File: config.mk
export PLATFORM = sky130hd
export DESIGN_NAME = mat_mul_stream
export DESIGN_NICKNAME = d
export VERILOG_FILES = /design/src/rtl/mat_mul_stream.sv
export SDC_FILE = /design/constraint.sdc
export NUM_CORES = 2
export LEC_CHECK = 0
export CORE_MARGIN = 2
export CORE_UTILIZATION = 50
export CTS_CLUSTER_DIAMETER = 150
export DETAILED_ROUTE_END_ITERATION = 12
export PLACE_DENSITY_LB_ADDON = 0.1
export REMOVE_ABC_BUFFERS = 1
export SYNTH_ARGS = -nofsm -noshare
export SYNTH_HDL_FRONTEND = slang
export SYNTH_SLANG_ARGS = --single-unit
File: constraint.sdc
create_clock -name clk -period 11.2 [get_ports clk]
set_input_delay 1.12 -clock clk [delete_from_list [all_inputs] [get_ports clk]]
set_output_delay 1.12 -clock clk [all_outputs]
set_load 0.02 [all_outputs]
File: src/rtl/mat_mul_stream.sv
// Streaming matrix multiplier: loads an MxK matrix A and a KxN matrix B over
// AXI-Stream style inputs, accumulates C = A*B one inner index per cycle, and
// streams C out row-major through a single-entry register slice.
module mat_mul_stream #(
  parameter int DATA_W = 16,
  parameter int ACC_W  = 40,
  parameter int M      = 2,
  parameter int N      = 2,
  parameter int K_MAX  = 8,
  parameter int KW     = $clog2(K_MAX + 1)
) (
  input  logic              clk,
  input  logic              rst_n,
  input  logic [DATA_W-1:0] s_axis_a_tdata,
  input  logic              s_axis_a_tvalid,
  output logic              s_axis_a_tready,
  input  logic              s_axis_a_tlast,
  input  logic [DATA_W-1:0] s_axis_b_tdata,
  input  logic              s_axis_b_tvalid,
  output logic              s_axis_b_tready,
  input  logic              s_axis_b_tlast,
  output logic [ACC_W-1:0]  m_axis_c_tdata,
  output logic              m_axis_c_tvalid,
  input  logic              m_axis_c_tready,
  output logic              m_axis_c_tlast,
  input  logic [KW-1:0]     cfg_k,
  input  logic              start,
  output logic              busy,
  output logic              done,
  output logic              err
);

  // Row/column index widths; storage is padded to powers of two so that every
  // counter indexes its array with exactly the right number of bits.
  localparam int RW = (M > 1) ? $clog2(M) : 1;
  localparam int NW = (N > 1) ? $clog2(N) : 1;
  localparam int MD = 1 << RW;
  localparam int ND = 1 << NW;
  localparam int KD = 1 << KW;

  localparam logic [2:0] S_IDLE    = 3'd0;
  localparam logic [2:0] S_LOAD_A  = 3'd1;
  localparam logic [2:0] S_LOAD_B  = 3'd2;
  localparam logic [2:0] S_COMPUTE = 3'd3;
  localparam logic [2:0] S_OUTPUT  = 3'd4;
  localparam logic [2:0] S_DONE    = 3'd5;

  logic [2:0]       state;
  logic [KW-1:0]    k_reg;
  logic [RW-1:0]    a_row;
  logic [KW-1:0]    a_col;
  logic [KW-1:0]    b_row;
  logic [NW-1:0]    b_col;
  logic [KW-1:0]    comp_k;
  logic [RW-1:0]    o_row;
  logic [NW-1:0]    o_col;
  logic             o_all_loaded;
  logic             err_q;
  logic [ACC_W-1:0] c_data;
  logic             c_valid;
  logic             c_last;

  logic signed [DATA_W-1:0] a_mem [MD][KD];
  logic signed [DATA_W-1:0] b_mem [KD][ND];
  logic signed [ACC_W-1:0]  acc   [MD][ND];

  logic a_last_beat;
  logic b_last_beat;
  logic comp_last;
  logic o_last_cell;
  logic c_fire;
  logic c_load;
  logic cfg_bad;

  // Signed product of one A and one B element, sign-extended to accumulator width.
  function automatic logic signed [ACC_W-1:0] mac_term(
    input logic signed [DATA_W-1:0] a,
    input logic signed [DATA_W-1:0] b
  );
    logic signed [2*DATA_W-1:0] p;
    p = (2*DATA_W)'(a) * (2*DATA_W)'(b);
    return ACC_W'(p);
  endfunction

  assign a_last_beat = (a_row == RW'(M - 1)) && (a_col == k_reg - KW'(1));
  assign b_last_beat = (b_row == k_reg - KW'(1)) && (b_col == NW'(N - 1));
  assign comp_last   = (comp_k == k_reg - KW'(1));
  assign o_last_cell = (o_row == RW'(M - 1)) && (o_col == NW'(N - 1));
  assign c_fire      = c_valid && m_axis_c_tready;
  assign c_load      = (state == S_OUTPUT) && !o_all_loaded && (!c_valid || m_axis_c_tready);
  assign cfg_bad     = (cfg_k == '0) || (cfg_k > KW'(K_MAX));

  assign s_axis_a_tready = (state == S_LOAD_A);
  assign s_axis_b_tready = (state == S_LOAD_B);
  assign busy            = (state != S_IDLE);
  assign done            = (state == S_DONE);
  assign err             = err_q;
  assign m_axis_c_tdata  = c_data;
  assign m_axis_c_tvalid = c_valid;
  assign m_axis_c_tlast  = c_last;

  // Job sequencing: beat counters, inner-loop counter, error flag and C output slice.
  always_ff @(posedge clk or negedge rst_n) begin
    if (!rst_n) begin
      state        <= S_IDLE;
      k_reg        <= '0;
      a_row        <= '0;
      a_col        <= '0;
      b_row        <= '0;
      b_col        <= '0;
      comp_k       <= '0;
      o_row        <= '0;
      o_col        <= '0;
      o_all_loaded <= 1'b0;
      err_q        <= 1'b0;
      c_data       <= '0;
      c_valid      <= 1'b0;
      c_last       <= 1'b0;
    end else begin
      case (state)
        S_IDLE: begin
          if (start) begin
            k_reg  <= cfg_k;
            err_q  <= 1'b0;
            a_row  <= '0;
            a_col  <= '0;
            b_row  <= '0;
            b_col  <= '0;
            comp_k <= '0;
            if (cfg_bad) begin
              err_q <= 1'b1;
              state <= S_DONE;
            end else begin
              state <= S_LOAD_A;
            end
          end
        end
        S_LOAD_A: begin
          if (s_axis_a_tvalid) begin
            if (s_axis_a_tlast != a_last_beat) err_q <= 1'b1;
            if (a_last_beat) begin
              a_row <= '0;
              a_col <= '0;
              state <= S_LOAD_B;
            end else if (a_col == k_reg - KW'(1)) begin
              a_col <= '0;
              a_row <= a_row + RW'(1);
            end else begin
              a_col <= a_col + KW'(1);
            end
          end
        end
        S_LOAD_B: begin
          if (s_axis_b_tvalid) begin
            if (s_axis_b_tlast != b_last_beat) err_q <= 1'b1;
            if (b_last_beat) begin
              b_row <= '0;
              b_col <= '0;
              state <= S_COMPUTE;
            end else if (b_col == NW'(N - 1)) begin
              b_col <= '0;
              b_row <= b_row + KW'(1);
            end else begin
              b_col <= b_col + NW'(1);
            end
          end
        end
        S_COMPUTE: begin
          if (comp_last) begin
            comp_k       <= '0;
            o_row        <= '0;
            o_col        <= '0;
            o_all_loaded <= 1'b0;
            state        <= S_OUTPUT;
          end else begin
            comp_k <= comp_k + KW'(1);
          end
        end
        S_OUTPUT: begin
          if (c_load) begin
            c_data  <= acc[o_row][o_col];
            c_valid <= 1'b1;
            c_last  <= o_last_cell;
            if (o_last_cell) begin
              o_all_loaded <= 1'b1;
            end else if (o_col == NW'(N - 1)) begin
              o_col <= '0;
              o_row <= o_row + RW'(1);
            end else begin
              o_col <= o_col + NW'(1);
            end
          end else if (c_fire) begin
            c_valid <= 1'b0;
          end
          if (c_fire && c_last) begin
            c_last <= 1'b0;
            state  <= S_DONE;
          end
        end
        S_DONE: begin
          o_all_loaded <= 1'b0;
          state        <= S_IDLE;
        end
        default: state <= S_IDLE;
      endcase
    end
  end

  // Operand storage and accumulators; every entry read in a job is written earlier in that job.
  always_ff @(posedge clk) begin
    if (state == S_LOAD_A && s_axis_a_tvalid) a_mem[a_row][a_col] <= s_axis_a_tdata;
    if (state == S_LOAD_B && s_axis_b_tvalid) b_mem[b_row][b_col] <= s_axis_b_tdata;
    if (state == S_LOAD_B && s_axis_b_tvalid && b_last_beat) begin
      for (int i = 0; i < M; i++) begin
        for (int j = 0; j < N; j++) begin
          acc[RW'(i)][NW'(j)] <= '0;
        end
      end
    end else if (state == S_COMPUTE) begin
      for (int i = 0; i < M; i++) begin
        for (int j = 0; j < N; j++) begin
          acc[RW'(i)][NW'(j)] <= acc[RW'(i)][NW'(j)] +
                                 mac_term(a_mem[RW'(i)][comp_k], b_mem[comp_k][NW'(j)]);
        end
      end
    end
  end

endmodule

* Word level (Yosys, flattened, before mapping)
Memories as Yosys holds them, arrays and structs flattened.
Cells that the tools add are included.
** Storage, ports and cells
- Flip-flop bits (word level) :: 67
- Bits in writable memories :: 1104
- Output and inout port bits :: 47
- Logic and storage cells :: 184
- Memories kept :: 3
** Operators by class
- Add/sub/neg operators :: 10
- $mul :: 2
- Order comparisons :: 7
- Equal/unequal tests :: 25
- Mux-type cells :: 76
- Bitwise gates (word level) :: 6
- Reductions and logical operators :: 41
** Memories
- a_mem :: words 2, width 256, rd ports 2, clocked after Yosys merged registers in 0, write ports 1, RTL line 63 : logic signed [DATA_W-1:0] a_mem [MD][KD];
- b_mem :: words 16, width 32, rd ports 1, clocked after Yosys merged registers in 0, write ports 1, RTL line 64 : logic signed [DATA_W-1:0] b_mem [KD][ND];
- acc :: words 2, width 40, rd ports 3, clocked after Yosys merged registers in 0, write ports 2, RTL line 65 : logic signed [ACC_W-1:0] acc [MD][ND];
** Operators with widths (count)
- 2-to-1 mux 256 bit :: 1
- 2-to-1 mux 40 bit :: 5
- binary-select mux 16 bit (select 4 bit) :: 2
- 2-to-1 mux 16 bit :: 6
- adder 40 x 32 -> 40 bit :: 2
- demux 16 bit (select 4 bit) :: 1
- multiplier 16 x 16 -> 32 bit :: 2
- 2-to-1 mux 1 bit :: 33
- 2-to-1 mux 32 bit :: 1
- 2-to-1 mux 4 bit :: 8
- 2-to-1 mux 3 bit :: 8
- case mux 4 bit (2 select lines) :: 3
- demux 16 bit (select 1 bit) :: 1
- != test 2 bit (second input constant) :: 8
- AND reduction 4 bit :: 4
- case mux 3 bit (5 select lines) :: 1
- adder 4 x 1 -> 4 bit (second input constant) :: 3
- equality test 4 bit :: 3
- logical AND 1 bit :: 12
- nonzero test 2 bit :: 6
- greater-or-equal comparator 5 bit (second input constant) :: 2
- != test 2 x 1 -> 1 bit (second input constant) :: 5
- inverter 4 -> 5 bit :: 2
- AND reduction 2 bit :: 5
- other kinds (24) :: 43

* Depth between registers and ports, before layout
- Word-level depth :: 7
- Mapped depth :: 33

* Worst setup path before layout
No wires, ideal clock.
- Path type :: reg-to-reg
- Start :: register comp_k[0]
- End :: memory acc[0][39] in the netlist's numbering, data pin
- Setup time :: 152 ps
- Arrival :: 7897 ps
- Data required time :: 11048 ps
- Path slack :: 3151 ps
- Stages on the path, launching flop included :: 33
- Buffers on the path :: 6
- Cell sequence :: dfrtp_1 -> buf_6 -> buf_6 -> buf_6 -> buf_2 -> mux4_2 -> mux2i_1 -> nand2_1 -> o21ai_0 -> clkbuf_1 -> inv_1 -> nand2_1 -> fa_1 -> inv_1 -> fa_1 -> inv_1 -> fa_1 -> inv_1 -> fa_1 -> fa_1 -> inv_1 -> fa_1 -> inv_1 -> ha_1 -> clkbuf_1 -> nand2_1 -> nor3_1 -> nand2_1 -> o2111a_1 -> nor4b_1 -> nor3_1 -> or2_2 -> o21ai_0
** RTL lines
- start: declaration :: RTL line 54 : logic [KW-1:0] comp_k;
- start signal: assignment :: RTL line 176 : comp_k <= comp_k + KW'(1);
- end: declaration :: RTL line 65

==> out/results.ini <==
[run_status]
outcome = finished, final reports clean

[route]
postRouteAntennaNets = 0
viasPerCell = 5.48
dr.pass1.iters = 5
wl_mm = 144
vias = 34600
first_iter_violations = 2920
drt-wirelength-per-cell_um = 22.8
drc = 0

[setup_path]
crit_start = comp_k[0]
cp_max_fo = 53
path_class = flop to flop
regToRegStartpoint = comp_k[0]
worstSetupEndpointType = flop
required_ps = 11600
arrival_ps = 9710
r2r_slack_ps = 1890
cp-start-kind = flop

[floorplanning]
io_pins = 91
die_y_um = 350
fp-row-count = 126
die_area_um2 = 122000
start_util_pct = 50.5
die_w_um = 350
core_um2 = 118000

[final_layout]
multi_input_area_um2 = 29000
fill_cells = 9722
synthToLayoutAreaGrowth_pct = 10.9
mostFrequentLayoutCells = 848 x edfxtp_1, 826 x inv_1, 660 x fa_1
diodes = 0
reg_top3 = a_mem x512, b_mem x256, acc x80
fin_nets = 5587
drive_above_1_share_pct = 11.8
final_common_cell = edfxtp_1
seq_area_um2 = 27200
fin_cells = 6326
largest_reg_flops = 512
largest-register = a_mem
design_area_um2 = 66400

[clock_network]
cts_max_level = 3
numCtsBuffers = 98
cts_tree = built
clk_latency_ps = 730
cts.clk_slew.worst_paths_ps = 60
cts_resized = 0
hold_buffers = 0
clockBufferDepth = 3
clock_sinks = 915
postCtsSetupBuffers = 0
clockRootBuffer = clkbuf_16

[grt]
globalRouteTotalUtil_pct = 24.5
grt_pass1_wl_mm = 223
gr-total-overflow = 0
antenna_found_initial = 1
grt_max_degree = 81
grt_pass1_vias = 36800

[run]
cap_violations = 0

[synthesis]
synth.distinct_cells = 72
synth-async-reset-ratio_pct = 7.32
synth.avg_cell_area_um2 = 13.3
yosysWarningCount = 0
synth_mux_area_share_pct = 9.69
postSynthCellCount = 4491
ys_seq_elements = 915
synth-compound-area-share_pct = 3.54
synth_fa_ha_area_share_pct = 27.1
netlist_area_um2 = 59800
yosysSeqAreaShare_pct = 45.4
synth_top_area_share_pct = 42.6
synth_area_leaders = edfxtp_1 43%, fa_1 22%, mux4_2 7.6%
ys.flop_type = edfxtp_1
synth_edf_count = 848
synthXorXnorAreaFrac_pct = 1.20
synth_top_area_cell = edfxtp_1
synth_top_family_by_area = adder cells
synthSimpleGateAreaFrac_pct = 6.70

[place]
hpwl_mm = 103
placed_cell_area_um2 = 63200
finalWeightedCongestion = 0.871
portBuffers = 90
place_inst = 6143

[timing]
rsz0062_at_grt = false
worst_pin_slew_ps = 1280
finalSetupViolations = 0
finalMaxSlewViolations = 0
fmax_mhz = 107
fin_crit_ps = 9310
max-slew-margin-rel_pct = 14.3
finalClockSkew_ps = 75.6
tns_ps = 0
hold_viol = 0
period_share_pct = 83.1

[worst_hold_path]
hp-class = input pin to asynchronous set/reset pin

==> layout make-up <==
cell class / count / share of cell area (%)
clock buffer: 114 / 3.82
clock inverter: 69 / 1.03
inverter: 828 / 4.68
multi-input combinational: 2586 / 43.7
sequential: 915 / 40.9
tap: 1600 / 3.02
timing repair buffer: 214 / 2.87
==> worst max-delay path, stage by stage, from the launching register on <==
cell and delay (ps):
dfrtp_4 760, buf_12 440, mux4_2 560, mux2_2 300, o21ai_1 970, nor2_1 150
fa_1 480, fa_1 490, inv_1 50, fa_1 520, inv_1 70, fa_1 480
fa_1 490, inv_1 50, fa_1 470, inv_1 40, ha_1 420, a21oi_1 350
nand2_1 100, o21ai_1 550, o31ai_1 310, a311o_1 420, a21oi_1 210, xor2_1 170
nor2_1 50
==> logic make-up (layout without fill, tap and decap cells) <==
kind of cell	count (synthesis)	count (layout)
multiplexers	316	316
flip-flops	915	915
XOR/XNOR	82	82
buffers and inverters	990	1225
AND/OR/NAND/NOR	953	953
adder cells (fa/ha/maj)	900	900
AO/OA/AOI/OAI	335	335
==> synthesized netlist by cell type (8+ instances only) <==
cell type  number
o21a_1         34
mux2_2         35
and3_1         12
a21oi_1        53
ha_1          240
mux2i_1        75
o21ai_1        16
edfxtp_1      848
nand2b_1       15
nor3_1         34
nand4_1        10
o21ai_0       109
a21o_1         30
xnor2_1        47
nor2_1        414
o21ai_2         8
buf_1          21
dfrtp_1        67
buf_2          42
or2_2           8
a31oi_1        17
inv_1         826
fa_1          660
xor2_1         35
nor2b_1        47
a211oi_1       12
clkbuf_1       85
nand3_1        16
nand2_1       354
mux4_2        203
and2_1         16
buf_4           9
==> worst paths after layout <==
path                                 endpoint  cells after the start
max in group asynchronous  m_axis_c_tdata[32]                      2
hold reg to reg            m_axis_c_tdata[14]                      2
setup reg to reg                   acc[0][27]                     24
setup / recovery                   acc[0][27]                     24
min in group clk           m_axis_c_tdata[14]                      2
hold / removal                       b_row[2]                      1
==> metrics by stage <==
stage	setup WS [ps]	utilization [%]	hold slack, ps
finish	1890	56.1	313
floorplan	-4660	-	465
global placement	1950	53.3	460
detailed placement	1840	53.3	469
global route	1390	56.1	296
CTS	1840	56.1	280
==> routing by layer <==
layer | up-vias | share of wire [%] | track usage [%]
met5 | - | 0 | 0
met4 | 0 | 3.0 | 7.42
met3 | 244 | 5.3 | 3.04
met2 | 994 | 47 | 39.5
met1 | 18100 | 44 | 35.0
li1 | 15300 | - | -
Power is left out: the tool's default activity adds up to more than one toggle a clock period on the data nets, which glitch-free logic cannot reach.
